[config.mk]
export PLATFORM = sky130hd
export DESIGN_NAME = serial_mag_comp
export DESIGN_NICKNAME = d
export VERILOG_FILES = /design/src/rtl/serial_cmp_pkg.sv /design/src/rtl/serial_mag_comp_bit_cmp_cell.sv /design/src/rtl/serial_mag_comp.sv
export SDC_FILE = /design/constraint.sdc
export NUM_CORES = 1
export LEC_CHECK = 0
export BUFFER_PORTS_ARGS = -buffer_cell sky130_fd_sc_hd__buf_4
export CAP_MARGIN = 20
export CORE_AREA = 4 4 41 43
export CTS_CLUSTER_DIAMETER = 80
export DETAILED_ROUTE_END_ITERATION = 8
export DIE_AREA = 0 0 45 47
export PLACE_DENSITY = 0.69
export SKIP_LAST_GASP = 1
export SYNTH_ARGS = -nofsm -noshare
export SYNTH_HDL_FRONTEND = slang
export SYNTH_SLANG_ARGS = --single-unit
export TNS_END_PERCENT = 30
[constraint.sdc]
create_clock -name clk -period 1.45 [get_ports clk]
set_clock_uncertainty 0.2 [all_clocks]
set_input_delay 0 -clock clk [delete_from_list [all_inputs] [get_ports clk]]
set_output_delay 0 -clock clk [all_outputs]
set_load 0.02 [all_outputs]
[src/rtl/serial_cmp_pkg.sv]
// Shared types for the bit-serial magnitude comparator: FSM states and the
// {E,G,L} result encoding.
package serial_cmp_pkg;

  typedef enum logic [1:0] {
    ST_IDLE  = 2'd0,
    ST_SHIFT = 2'd1,
    ST_DONE  = 2'd2
  } state_e;

  localparam logic [2:0] RES_NONE = 3'b000;
  localparam logic [2:0] RES_EQ   = 3'b100;
  localparam logic [2:0] RES_GT   = 3'b010;
  localparam logic [2:0] RES_LT   = 3'b001;

  // Folds the decision flags into {E,G,L}; undecided after all bits means equal.
  function automatic logic [2:0] res_encode(input logic decided,
                                            input logic gt,
                                            input logic lt);
    return {~decided, gt, lt};
  endfunction

endpackage

[src/rtl/serial_mag_comp_bit_cmp_cell.sv]
// One MSB-first comparison stage: the first differing bit-pair fixes the
// outcome and every later pair passes the earlier decision through.
module bit_cmp_cell
  import serial_cmp_pkg::*;
(
  input  logic a,
  input  logic b,
  input  logic decided_in,
  input  logic gt_in,
  input  logic lt_in,
  output logic decided_out,
  output logic gt_out,
  output logic lt_out
);

  assign decided_out = decided_in | (a ^ b);
  assign gt_out      = gt_in | (~decided_in & a & ~b);
  assign lt_out      = lt_in | (~decided_in & ~a & b);

endmodule

[src/rtl/serial_mag_comp.sv]
// Bit-serial unsigned magnitude comparator: WIDTH bit-pairs MSB first,
// then a one-cycle done pulse with a one-hot {E,G,L} held until the next start.
module serial_mag_comp
  import serial_cmp_pkg::*;
#(
  parameter int WIDTH = 4,
  parameter int CNT_W = $clog2(WIDTH + 1)
) (
  input  logic clk,
  input  logic rst,
  input  logic start,
  input  logic bit_valid,
  input  logic a_bit,
  input  logic b_bit,
  output logic busy,
  output logic done,
  output logic E,
  output logic G,
  output logic L
);

  state_e           state_q;
  logic [CNT_W-1:0] count_q;
  logic             decided_q;
  logic             gt_q;
  logic             lt_q;
  logic             busy_q;
  logic             done_q;
  logic [2:0]       res_q;

  logic decided_d;
  logic gt_d;
  logic lt_d;

  bit_cmp_cell u_cell (
    .a           (a_bit),
    .b           (b_bit),
    .decided_in  (decided_q),
    .gt_in       (gt_q),
    .lt_in       (lt_q),
    .decided_out (decided_d),
    .gt_out      (gt_d),
    .lt_out      (lt_d)
  );

  // Control FSM, bit counter, decision flags and registered outputs.
  always_ff @(posedge clk) begin
    if (rst) begin
      state_q   <= ST_IDLE;
      count_q   <= CNT_W'(0);
      decided_q <= 1'b0;
      gt_q      <= 1'b0;
      lt_q      <= 1'b0;
      busy_q    <= 1'b0;
      done_q    <= 1'b0;
      res_q     <= RES_NONE;
    end else begin
      case (state_q)
        ST_IDLE, ST_DONE: begin
          done_q <= 1'b0;
          if (start) begin
            state_q   <= ST_SHIFT;
            busy_q    <= 1'b1;
            count_q   <= CNT_W'(0);
            decided_q <= 1'b0;
            gt_q      <= 1'b0;
            lt_q      <= 1'b0;
            res_q     <= RES_NONE;
          end else begin
            state_q <= ST_IDLE;
            busy_q  <= 1'b0;
          end
        end
        ST_SHIFT: begin
          // Stalls (bit_valid low) leave everything untouched.
          if (bit_valid) begin
            count_q   <= count_q + CNT_W'(1);
            decided_q <= decided_d;
            gt_q      <= gt_d;
            lt_q      <= lt_d;
            if (count_q == CNT_W'(WIDTH - 1)) begin
              state_q <= ST_DONE;
              busy_q  <= 1'b0;
              done_q  <= 1'b1;
              res_q   <= res_encode(decided_d, gt_d, lt_d);
            end else begin
              state_q <= ST_SHIFT;
            end
          end else begin
            state_q <= ST_SHIFT;
          end
        end
        default: begin
          state_q <= ST_IDLE;
          busy_q  <= 1'b0;
          done_q  <= 1'b0;
          res_q   <= RES_NONE;
        end
      endcase
    end
  end

  assign busy      = busy_q;
  assign done      = done_q;
  assign {E, G, L} = res_q;

endmodule

==> Yosys cells after proc, flatten, opt, wreduce, memory -nomap -nowiden <==
Index checks and enable logic that the tools add are counted.
{ "word_totals": {"wordCells": 57, "inputBits": 6, "register_bits": 13, "out_inout_bits": 5} }
{ "classes": {"n_bitwise": 13, "n_reduce_logical": 8, "add_sub_neg": 1, "n_mux": 21, "eq_ne": 6} }
{ "ops": {"columns": ["op", "count"], "rows": [
  ["3-bit 2-to-1 mux", 4],
  ["3-bit case mux with 2 select lines", 2],
  ["1-bit 2-to-1 mux", 8],
  ["1-bit case mux with 2 select lines", 4],
  ["2-bit != test (second input constant)", 3],
  ["3-bit AND reduction", 2],
  ["1-bit NOT", 5],
  ["1-bit AND", 4],
  ["2-bit 2-to-1 mux", 2],
  ["2-bit case mux with 2 select lines", 1],
  ["2-bit AND reduction", 2],
  ["2-bit OR reduction", 2],
  ["3-bit by 1-bit adder with 3-bit output (second input constant)", 1],
  ["3-bit by 2-bit == test with 1-bit output (second input constant)", 1],
  ["1-bit OR", 3],
  ["2-bit by 1-bit == test with 1-bit output (second input constant)", 1],
  ["2-bit == test (second input constant)", 1],
  ["2-bit logical NOT", 1],
  ["2-bit nonzero test", 1],
  ["1-bit bitwise XOR", 1]
]} }

==> Longest topological paths before layout <==
{ "logic_depth": {"depth_word": 7, "ltp_mapped": 5, "mapped_depth_nobuf": 5} }

==> By module <==
Synthesis repeated with hierarchy kept, for this count alone.
{ "hier_totals": {"cells_unflattened": 63, "area_unflattened_um2": 616.8} }
{ "by_module_without_submodules": {"columns": ["module", "instances", "seq_area_each_um2", "area_each_um2", "cells_each"], "rows": [
  ["serial_mag_comp", 1, 260.2, 581.8, 58],
  ["bit_cmp_cell", 1, 0.0, 35.0, 5]
]} }

==> Least setup slack after synthesis <==
OpenSTA, ideal clock, no wires.
{ "synth_path": {"path_type": "register to register", "start": "register count_q[0]", "end": "register res_q[2]", "slack_ps": -148, "t_required_ps": 1162, "period_less_slack_ps": 1598, "arrival_time_ps": 1310, "path_stages_with_launch": 6, "cell_sequence": "dfxtp_1 > ha_1 > ha_1 > nand2_1 > or3b_4 > o32ai_2"} }
{ "synth_via": {"elab_chain_len": 3} }
{ "synth_rtl": {"columns": ["element", "line", "source"], "rows": [
  ["from (decl)", "serial_mag_comp.sv:23", "logic [CNT_W-1:0] count_q;"],
  ["from (signal assigned)", "serial_mag_comp.sv:77", "count_q <= count_q + CNT_W'(1);"],
  ["3-bit by 2-bit == test with 1-bit output", "serial_mag_comp.sv:81", "if (count_q == CNT_W'(WIDTH - 1)) begin"],
  ["2-bit != test (no source line)", null, null],
  ["3-bit AND reduction (no source line)", null, null],
  ["to (signal assigned)", "serial_mag_comp.sv:85", "res_q <= res_encode(decided_d, gt_d, lt_d);"],
  ["to (decl)", "serial_mag_comp.sv:29", "logic [2:0] res_q;"]
]} }
No other way between the ends.
A chain may end at the register's enable or synchronous reset.

==> Worst setup path in the final report <==
Same ends and word-level chain as after synthesis.

==> results.cfg <==
[run_status]
status = finished, violations left
failed_checks = hold timing, setup timing

[power]
leakagePower_uw = 0.000300
vdd_drop_max_mv = 0.515
power_uw = 688
pwr-share-seq = 0.541
combPwrFrac = 0.132
internal-power_uw = 518
clkPwrFrac = 0.327
p_switching_uw = 170
powerDensity_mw_per_mm2 = 888
power.share.switching = 0.247

[sta]
min_period_over_period = 1.08
fin_crit_ns = 1.57
maxSlewViolCount = 0
worst_pin_slew_ns = 0.323
clock.fmax_mhz = 639
slew_headroom = 0.784
fin_ws_ns = -0.116
final-hold-violation-count = 5
grt_setup_unrepaired = true
setup_viol = 3
hold_ws_ns = -0.175

[global_route]
grt.total_usage = 0.131
met1_usage = 0.159
grt_max_degree = 16
grt_use_met2 = 0.209
grt_pass1_vias = 429
grt_pass1_wl_mm = 1.97
overflow = 0
grt_use_met3 = 0.0383
antenna_found_initial = 0
grt-busiest-layer = met2

[setup_path]
endpoint_kind = flip-flop
rr_worst_depth = 5
r2r_slack_ns = -0.12
reg2reg_to = res_q[2]$_SDFFE_PP0P_
crit_required_ns = 1.45
critPathLaunchType = flip-flop
arrival_ns = 1.56
critical_path_class = flip-flop to flip-flop
r2r-start = count_q[0]$_SDFFE_PP0P_
cp_max_fo = 4

[die]
initial_core_util = 0.420
fp.dieArea_mm2 = 0.00212
fp.dieH_um = 47
placementRows = 13
die_w_um = 45
io_pins = 11
core_mm2 = 0.00130

[final_layout]
final_area_um2 = 774
final_common_cell = buf_4
final_nets = 89
drive_above_1_share = 0.350
mostFrequentLayoutCells = buf_4 (16), dfxtp_1 (11), a21oi_1 (8), nand3_1 (5)
layout.area.seq_um2 = 263
area_growth_pct = 41.6
antenna_cells = 0
fill_cells = 129
multi_input_area_um2 = 292
fin_cells = 95

[hold_path]
hold_end = count_q[1]$_SDFFE_PP0P_
hold_depth = 3
hold_start = bit_valid
hold_path.class = input port to flip-flop

[detailed_routing]
num_vias = 498
drc = 0
finalWirelength_mm = 1.17
post_drt_wl_per_cell_um = 12.3
drt_iter0_drc = 6
post_drt_via_cell_ratio = 5.24
final_antenna_net_count = 0
drtPass1Iterations = 2

[place]
place.gp.congestion = 0.690
dp_hpwl_um = 860
place_area_um2 = 708
dp_worst_setup_slack_ns = -0.136
io_buffers = 10
dp_cells = 87

[run]
max_cap_viol_count = 0

[synth]
ys_seq_area_frac = 0.476
ys.warnings.count = 0
syn_area_per_cell_um2 = 9.43
yosysTopAreaCell = dfxtp_1
syn_nets = 66
ys_types = 21
netlist.area_leader.share = 0.476
postSynthCellCount = 58
ys_ff_latch = 13
synth.area.top_cells = dfxtp_1 (48%), a21oi_1 (7.3%), ha_1 (4.6%)
synth_area_um2 = 547

[clock_tree]
cts.sinks = 13
htree_num_levels = 1
cts-root-buf = clkbuf_4
cts_buffers = 3
cts_tree = done
cts.reportedPaths.clkPinSlew_ns = 0.08
clk_latency_ns = 0.28
cts_max_path_buffers = 2
cts.repair.resized = 0
cts_hold_buf = 4
post_cts_buffers = 0
## critical path: stages (launching register included)
cell and delay (ns):
dfxtp_2 0.35, ha_4 0.14, ha_4 0.13, nand2_2 0.07
or3b_4 0.40, o32ai_2 0.20
## power by group through the flow
stage / Sequential (uW) / Combinational [uW] / Clock [uW]
global placement: 380 / 81.3 / 0
global route: 374 / 98.9 / 251
floorplan: 382 / 40.6 / 0
detailed placement: 380 / 81.8 / 0
finish: 372 / 90.8 / 225
CTS: 372 / 90.4 / 231
## cells by family after synthesis
logic type	after synthesis	synth area share
buffers and inverters	6	0.0412
xor gates and xnor gates	1	0.0160
and+or+nand+nor	22	0.243
adders and majority gates	2	0.0458
DFF	13	0.476
AOI/OAI and AO/OA	14	0.179
## Yosys cell counts (all sizes together)
master,number
nor3b,2
or2,2
nand2,2
inv,4
a32oi,1
nand3,5
nand4b,2
clkbuf,2
nor2,4
dfxtp,13
a21oi,8
o32ai,3
o31ai,2
ha,2
and2b,1
xor2,1
nand2b,2
or3b,1
nand3b,1
## layer usage
layer | part of all wire | vias to the layer above
met1 | 0.44 | 231
met4 | 0.023 | 0
li1 | - | 252
met2 | 0.49 | 10
met3 | 0.044 | 5
met5 | 0 | -
## state kept, by name (all words and copies together) (netlist names)
name	count
decided_q	1
busy	1
lt_q	1
done	1
res_q	3
state_q	2
gt_q	1
count_q	3
## cell type report
class	count	area share
Multi-Input combinational cell	39	0.376
Tap cell	15	0.0242
Sequential cell	13	0.339
Clock buffer	4	0.0339
Timing Repair Buffer	20	0.207
Inverter	4	0.0194
## stage by stage
step	utilization	TNS [ns]
2_1_floorplan	-	-0.0858
3_3_place_gp	0.544	-0.259
3_5_place_dp	0.544	-0.314
4_1_cts	0.595	-0.281
5_1_grt	0.595	-0.443
6_report	0.595	-0.266
## timing repair
action,in CTS,in global routing
endpoints found under the setup margin,3,3
endpoints found under the hold margin,13,4
pin swaps,2,0
## worst max-delay path by stage
stage                                  from                    end  slack (ns)  cells past startpoint
finish              count_q[0]$_SDFFE_PP0P_  res_q[2]$_SDFFE_PP0P_       -0.12                      5
global route        count_q[0]$_SDFFE_PP0P_  res_q[1]$_SDFFE_PP0P_       -0.16                      5
CTS                 count_q[0]$_SDFFE_PP0P_  res_q[2]$_SDFFE_PP0P_       -0.11                      5
detailed placement  count_q[1]$_SDFFE_PP0P_  res_q[2]$_SDFFE_PP0P_       -0.14                      5
global placement    count_q[1]$_SDFFE_PP0P_  res_q[2]$_SDFFE_PP0P_       -0.11                      5
floorplan           count_q[1]$_SDFFE_PP0P_  res_q[2]$_SDFFE_PP0P_       -0.08                      5
No activity file was read; power rests on OpenSTA's default activity.
